`config.mk`:
```
export PLATFORM = sky130hd
export DESIGN_NAME = pj_fe_be_queue_flat
export DESIGN_NICKNAME = d
export VERILOG_FILES = /design/src/rtl/pj_fe_be_queue_if.sv /design/src/rtl/pj_fe_be_queue.sv /design/src/flat_wrapper.sv
export SDC_FILE = /design/constraint.sdc
export NUM_CORES = 2
export LEC_CHECK = 0
export ABC_AREA = 1
export CORE_UTILIZATION = 40
export DETAILED_ROUTE_END_ITERATION = 7
export GPL_ROUTABILITY_DRIVEN = 0
export PLACE_DENSITY = 0.6
export SYNTH_ARGS = -nofsm -noshare
export SYNTH_HDL_FRONTEND = slang
export SYNTH_SLANG_ARGS = --single-unit
```
`constraint.sdc`:
```
create_clock -name clk_i -period 10.1 [get_ports clk_i]
set_input_delay 2.525 -clock clk_i [delete_from_list [all_inputs] [get_ports clk_i]]
set_output_delay 2.525 -clock clk_i [all_outputs]
set_load 0.02 [all_outputs]
```
`src/rtl/pj_fe_be_queue_if.sv`:
```
// Front-end to back-end queue handshake: multi-lane enqueue and oldest-first dequeue.
// Suffixes are from the queue's point of view; slave is the queue side.
interface pj_fe_be_queue_if #(
   parameter int unsigned WIDTH_P     = 32,
   parameter int unsigned ENQ_LANES_P = 2,
   parameter int unsigned DEQ_LANES_P = 2
);
   logic [ENQ_LANES_P-1:0]           enq_v_i;
   logic [ENQ_LANES_P*WIDTH_P-1:0]   enq_data_i;
   logic                             enq_ready_o;
   logic [DEQ_LANES_P-1:0]           deq_v_o;
   logic [DEQ_LANES_P*WIDTH_P-1:0]   deq_data_o;
   logic [$clog2(DEQ_LANES_P+1)-1:0] deq_cnt_i;

   modport master (
      output enq_v_i, enq_data_i, deq_cnt_i,
      input  enq_ready_o, deq_v_o, deq_data_o
   );

   modport slave (
      input  enq_v_i, enq_data_i, deq_cnt_i,
      output enq_ready_o, deq_v_o, deq_data_o
   );
endinterface

```
`src/rtl/pj_fe_be_queue.sv`:
```
// Multi-lane circular queue between fetch and decode/issue, with flush and a sticky
// protocol-error flag. Storage is unreset; only pointers, count and error are reset.
module pj_fe_be_queue #(
   parameter int unsigned WIDTH_P     = 32,
   parameter int unsigned ELS_P       = 32,
   parameter int unsigned ENQ_LANES_P = 2,
   parameter int unsigned DEQ_LANES_P = 2,
   parameter int unsigned AFULL_P     = ELS_P - 4
) (
   input  logic                       clk_i,
   input  logic                       reset_i,
   input  logic                       flush_i,
   pj_fe_be_queue_if.slave            q_if,
   output logic [$clog2(ELS_P+1)-1:0] count_o,
   output logic                       empty_o,
   output logic                       almost_full_o,
   output logic                       err_o
);
   localparam int unsigned PtrW    = $clog2(ELS_P);
   localparam int unsigned CntW    = $clog2(ELS_P+1);
   localparam int unsigned EnqCntW = $clog2(ENQ_LANES_P+1);
   localparam int unsigned DeqCntW = $clog2(DEQ_LANES_P+1);

   logic [WIDTH_P-1:0] r_mem [ELS_P];
   logic [PtrW-1:0]    r_rptr, r_wptr;
   logic [CntW-1:0]    r_count;
   logic               r_err;

   logic [EnqCntW-1:0]     w_enq_k;
   logic [ENQ_LANES_P-1:0] w_enq_v_inc;
   logic                   w_thermo, w_enq_any, w_ready, w_enq_fire, w_enq_err;
   logic [DeqCntW-1:0]     w_deq_avail;
   logic                   w_deq_ok, w_deq_err;
   logic [CntW-1:0]        w_enq_n, w_deq_n;

   always_comb begin
      w_enq_k = '0;
      for (int i = 0; i < int'(ENQ_LANES_P); i++) begin
         w_enq_k = w_enq_k + EnqCntW'(q_if.enq_v_i[i]);
      end
      // Thermometer code: adding one carries through the contiguous low ones only
      w_enq_v_inc = q_if.enq_v_i + ENQ_LANES_P'(1);
      w_thermo    = (q_if.enq_v_i & w_enq_v_inc) == '0;
      w_enq_any   = |q_if.enq_v_i;
      w_ready     = r_count <= CntW'(ELS_P - ENQ_LANES_P);
      w_enq_fire  = !flush_i && w_enq_any && w_thermo && w_ready;
      w_enq_err   = !flush_i && w_enq_any && !(w_thermo && w_ready);

      if (r_count >= CntW'(DEQ_LANES_P)) w_deq_avail = DeqCntW'(DEQ_LANES_P);
      else                                w_deq_avail = DeqCntW'(r_count);
      w_deq_ok  = q_if.deq_cnt_i <= w_deq_avail;
      w_deq_err = !flush_i && !w_deq_ok;

      w_enq_n = w_enq_fire ? CntW'(w_enq_k) : '0;
      w_deq_n = (!flush_i && w_deq_ok) ? CntW'(q_if.deq_cnt_i) : '0;
   end

   always_ff @(posedge clk_i) begin
      if (reset_i) begin
         r_rptr  <= '0;
         r_wptr  <= '0;
         r_count <= '0;
         r_err   <= 1'b0;
      end else if (flush_i) begin
         r_rptr  <= '0;
         r_wptr  <= '0;
         r_count <= '0;
      end else begin
         r_rptr  <= r_rptr + PtrW'(w_deq_n);
         r_wptr  <= r_wptr + PtrW'(w_enq_n);
         r_count <= r_count + w_enq_n - w_deq_n;
         if (w_enq_err || w_deq_err) r_err <= 1'b1;
      end
   end

   // Reset is excluded so stale storage is never used after reset: count gates visibility
   always_ff @(posedge clk_i) begin
      if (!reset_i && w_enq_fire) begin
         for (int i = 0; i < int'(ENQ_LANES_P); i++) begin
            if (q_if.enq_v_i[i]) begin
               r_mem[r_wptr + PtrW'(i)] <= q_if.enq_data_i[i*WIDTH_P +: WIDTH_P];
            end
         end
      end
   end

   always_comb begin
      q_if.deq_v_o    = '0;
      q_if.deq_data_o = '0;
      for (int i = 0; i < int'(DEQ_LANES_P); i++) begin
         q_if.deq_v_o[i]                       = r_count > CntW'(i);
         q_if.deq_data_o[i*WIDTH_P +: WIDTH_P] = r_mem[r_rptr + PtrW'(i)];
      end
      q_if.enq_ready_o = w_ready;
      count_o          = r_count;
      empty_o          = r_count == '0;
      almost_full_o    = r_count >= CntW'(AFULL_P);
      err_o            = r_err;
   end
endmodule

```
`src/flat_wrapper.sv`:
```
// flat-port wrapper written by rule: the top's interface ports become plain ports
module pj_fe_be_queue_flat 
#(
   parameter int unsigned WIDTH_P     = 32,
   parameter int unsigned ELS_P       = 32,
   parameter int unsigned ENQ_LANES_P = 2,
   parameter int unsigned DEQ_LANES_P = 2,
   parameter int unsigned AFULL_P     = ELS_P - 4
)
  (clk_i, reset_i, flush_i, count_o, empty_o, almost_full_o, err_o, q_if_enq_v_i, q_if_enq_data_i, q_if_deq_cnt_i, q_if_enq_ready_o, q_if_deq_v_o, q_if_deq_data_o);
  pj_fe_be_queue_if #(.WIDTH_P(WIDTH_P), .ENQ_LANES_P(ENQ_LANES_P), .DEQ_LANES_P(DEQ_LANES_P)) q_if_i ();
  input  logic clk_i;
  input  logic reset_i;
  input  logic flush_i;
  output logic [$clog2(ELS_P+1)-1:0] count_o;
  output logic empty_o;
  output logic almost_full_o;
  output logic err_o;
  input wire logic [$bits(q_if_i.enq_v_i)-1:0] q_if_enq_v_i;
  input wire logic [$bits(q_if_i.enq_data_i)-1:0] q_if_enq_data_i;
  input wire logic [$bits(q_if_i.deq_cnt_i)-1:0] q_if_deq_cnt_i;
  output wire logic [$bits(q_if_i.enq_ready_o)-1:0] q_if_enq_ready_o;
  output wire logic [$bits(q_if_i.deq_v_o)-1:0] q_if_deq_v_o;
  output wire logic [$bits(q_if_i.deq_data_o)-1:0] q_if_deq_data_o;
  assign q_if_i.enq_v_i = q_if_enq_v_i;
  assign q_if_i.enq_data_i = q_if_enq_data_i;
  assign q_if_i.deq_cnt_i = q_if_deq_cnt_i;
  assign q_if_enq_ready_o = q_if_i.enq_ready_o;
  assign q_if_deq_v_o = q_if_i.deq_v_o;
  assign q_if_deq_data_o = q_if_i.deq_data_o;
  pj_fe_be_queue #(.WIDTH_P(WIDTH_P), .ELS_P(ELS_P), .ENQ_LANES_P(ENQ_LANES_P), .DEQ_LANES_P(DEQ_LANES_P), .AFULL_P(AFULL_P)) u_core (.clk_i(clk_i), .reset_i(reset_i), .flush_i(flush_i), .q_if(q_if_i), .count_o(count_o), .empty_o(empty_o), .almost_full_o(almost_full_o), .err_o(err_o));
endmodule
```
==> metrics.md <==
| Metric | Value |
|---|---|
| Worst-path cell with the longest stage delay | `buf_4` |
| First-pass GRT wire length | `391 mm` |
| Number of post-CTS setup repair buffers | `0` |
| Crit path from | `u_core.r_rptr[0]` |
| Netlist area before placement | `67,000 um^2` |
| Post-synth top area share | `45.9%` |
| Multiplexer share of the synthesized area | `0%` |
| Number of sinks handled by clock tree synthesis | `1,041` |
| CTS-repair resized insts | `0` |
| Number of buffers and inverters on the critical path | `4` |
| Post-layout min period | `7.79 ns` |
| Final period util | `77.1%` |
| DRC Markers | `0` |
| Kind of path behind the tightest hold check | `reg2reg` |
| Worst-case reg-to-reg path depth | `10` |
| Average cell area after synthesis | `7.02 um^2` |
| Complex-gate fraction of the synthesized area | `8.40%` |
| Yosys warnings | `0` |
| Placeable Area | `166,000 um^2` |
| Routed WL per cell | `23.9 um` |
| Synth Area in Simple Gates | `35.0%` |
| Most used flip-flop cell after synthesis | `edfxtp_1` |
| Total CTS buffers | `116` |
| Worst Skew | `0.0270 ns` |
| Residual overflow from global routing | `0` |
| Layout cell share with drive strength beyond 1 | `4.25%` |
| Launching point of the worst reg2reg path | `u_core.count_o[2]` |
| Final-layout worst hold slack | `0.479 ns` |
| Most Frequent Cell on Critical Path | `nand2_1` |
| Flip-flop and latch area | `31,100 um^2` |
| WS Path Type | `reg2out` |
| Die ar. | `169,000 um^2` |
| Number of standard-cell rows in the floorplan | `149` |
| Starting utilization of the core area | `40.5%` |
| Detailed placement HPWL | `142 mm` |
| Post-layout power | `12.5 mW` |
| Clock tree from TritonCTS | `done` |
| Die span in y | `411 um` |
| Status | `finished, final reports clean` |
| CP top delay family | `buffers and inverters` |
| Number of distinct library cells after synthesis | `29` |
| Pin count of the biggest net entering global routing | `253` |
| Count leader, synth | `nand2_1` |
| Adder and majority cell fraction of the synthesized area | `0.568%` |
| Iteration-0 DRC Markers | `9,171` |
| Register area share after synthesis | `46.4%` |
| Setup TNS after final layout | `0 ns` |
| Relative slew slack | `8.98%` |
| Xor and xnor fraction of the mapped netlist area | `0.0262%` |
| All-layer global routing usage | `31.3%` |
| Footprint of the multi-input gates | `30,000 um^2` |
| I/O Pins | `147` |
| Synthesized flop and latch total | `1,041` |
| Number of instances in the synthesized netlist | `9,538` |
| Kind of end point of the critical path | `output port` |
| Vias | `64,800` |
| Vias per inst | `5.70` |
| CTS max path bufs | `3` |
| Capturing element of the worst setup path | `q_if_deq_data_o[39]` |
| Source-to-sink clock delay at the later pin of the worst-skew pair | `0.76 ns` |
| Number of buffer cells added on primary ports | `146` |
| Die width | `411 um` |
| Max Slew Vio Count | `0` |
| Synth area leader | `edfxtp_1` |
| Max VDD drop | `0.000140 V` |
| Unrepaired setup endpoints after global routing | `no` |
| Area grow syn2layout | `8.86%` |
| Clock transition at the registers of the reported paths | `0.06 ns` |
| Count of TritonRoute iterations in the first routing pass | `7` |
| Number of global-route vias before repair | `59,100` |
| Most common library cells after synthesis | `nand2_1, nand3_1, edfxtp_1` |
| Setup Viol. Count Final | `0` |
| # nets final | `9,169` |
| Maximum level of the CTS H-tree | `3` |
| Number of antenna violations at the first check in global routing | `13` |
| Worst setup slack for register-to-register paths | `5.66 ns` |
| Worst reg2reg endpoint | `u_core.r_mem[13][7]` |
| Root buf cell | `clkbuf_16` |
| # hold bufs at CTS | `0` |
| Number of endpoints with negative hold slack in the final report | `0` |
| Critical Path RT | `7.58 ns` |
| Crit. path cell count | `12` |
| Signal arrival time at the worst endpoint | `5.26 ns` |
| Crit path launch type | `flop` |
| Total power density per cell area | `171 nW/um^2` |
| Highest attainable clock frequency | `0.128 GHz` |
| Delay contributed by the slowest stage of the critical path | `0.93 ns` |
| Post-synthesis async set-or-reset flop share | `0%` |
| Fillcell total | `16,400` |
| Number of enable-type register cells in the synthesized netlist | `1,024` |
| Max capacitance violation total | `0` |
| Antenna-violating nets left | `0` |
| Worst-path fanout max | `169` |
| Leak Pwr | `33.0 nW` |
| Synth Net Count | `9,637` |
| Cell breakdown of the critical path | `buf_4, inv_8, buf_4, nand2_1, nand3_1, nand3_1, nand2_1, nand2_1, nand2_1, nand2_1, nand2_1, clkdlybuf4s50_1` |
| Routed WL | `271 mm` |
| Top cells by area, synth | `edfxtp_1, nand2_1, nand3_1, o21ai_1, inv_1` |
| Worst Max-Slew Pin Slew | `1.36 ns` |
| Largest family of logic cells by synthesized area | `simple AND/OR/NAND/NOR gates` |
==> layer usage <==
| metal | global-route usage [%] | routed length [um] | part of all wire (%) | vias to the layer above |
|---|---|---|---|---|
| li1 | - | - | - | 29800 |
| met1 | 40.2 | 103000 | 38 | 30100 |
| met2 | 49.9 | 121000 | 45 | 4032 |
| met3 | 4.24 | 28800 | 11 | 814 |
| met4 | 19.4 | 18300 | 6.7 | 8 |
| met5 | 0 | 54 | 0.020 | - |
==> area by class of cell <==
| type | instances | share of cell area, % |
|---|---|---|
| Antenna cell | 5 | 0.0172 |
| Clock buffer | 134 | 4.10 |
| Clock inverter | 80 | 1.22 |
| Inverter | 703 | 3.67 |
| Multi-Input combinational cell | 6939 | 41.1 |
| Sequential cell | 1041 | 42.7 |
| Tap cell | 2189 | 3.76 |
| Timing Repair Buffer | 269 | 3.45 |
==> logic make-up after synthesis <==
logic type,Yosys count
fa+ha+maj,28
flops,1041
simple gates,5788
compound gates,1121
buf+inv,1558
xor+xnor,2
==> flip-flops by register name, summed over array words and instances, names as in the netlist <==
register,count
u_core.r_wptr,5
u_core.count_o,6
u_core.r_mem,1024
u_core.r_rptr,5
u_core.err_o,1
==> per-stage QoR <==
| stage | worst slack, ns | utilization (%) | std cells | area (um^2) |
|---|---|---|---|---|
| 2_1_floorplan | 4.80 | - | 9538 | 67000 |
| 3_3_place_gp | 2.66 | 41.7 | 11100 | 69000 |
| 3_5_place_dp | 2.62 | 41.7 | 11100 | 69000 |
| 4_1_cts | 2.39 | 44.0 | 11400 | 72900 |
| 5_1_grt | 2.13 | 44.0 | 11400 | 72900 |
| 6_report | 2.31 | 44.0 | 11400 | 72900 |
==> worst min path at each step <==
stage,to,from,slack (ns),cells past startpoint
after CTS,u_core.err_o,u_core.err_o,0.48,2
final,u_core.err_o,u_core.err_o,0.48,2
after detailed placement,u_core.err_o,u_core.err_o,0.47,2
after global routing,u_core.err_o,u_core.err_o,0.52,2
after floorplan,u_core.r_rptr[3],u_core.r_rptr[3],0.44,1
after global placement,u_core.err_o,u_core.err_o,0.47,2
==> power breakdown <==
| part | leakage (nW) | internal (mW) | switching (mW) | total, mW |
|---|---|---|---|---|
| combinational | 21.7 | 0.989 | 2.21 | 3.20 |
| sequential | 9.35 | 4.77 | 0.0341 | 4.80 |
| clock | 1.91 | 2.59 | 1.90 | 4.49 |
| total | 33.0 | 8.35 | 4.14 | 12.5 |
==> tightest hold or removal path, stage by stage (launching register included) <==
cell	delay (ns)
dfxtp_1	0.31
inv_1	0.05
a31oi_1	0.07
==> layout by cell type, fill, tap and decap left out, types with 3 or more instances in the layout <==
cell type	netlist	routed
clkinv_4	0	3
clkinv_2	0	24
clkdlybuf4s50_1	0	144
or2_2	8	8
o21ai_0	136	136
a21oi_1	78	78
edfxtp_1	1024	1024
o21ai_1	901	901
dfxtp_4	0	4
inv_2	3	3
buf_12	0	11
bufinv_16	0	19
dfxtp_1	17	13
nand2_4	0	13
nand3_4	1	33
inv_4	0	4
clkbuf_16	0	117
fa_1	4	4
nand2_1	4197	4164
nor2_1	340	338
clkbuf_1	357	17
inv_1	700	693
clkinv_1	0	27
diode_2	0	5
ha_1	24	23
inv_6	0	4
nand3_1	1216	1204
buf_4	14	113
nand2_2	0	20
Power figures use the tool's default switching activity.
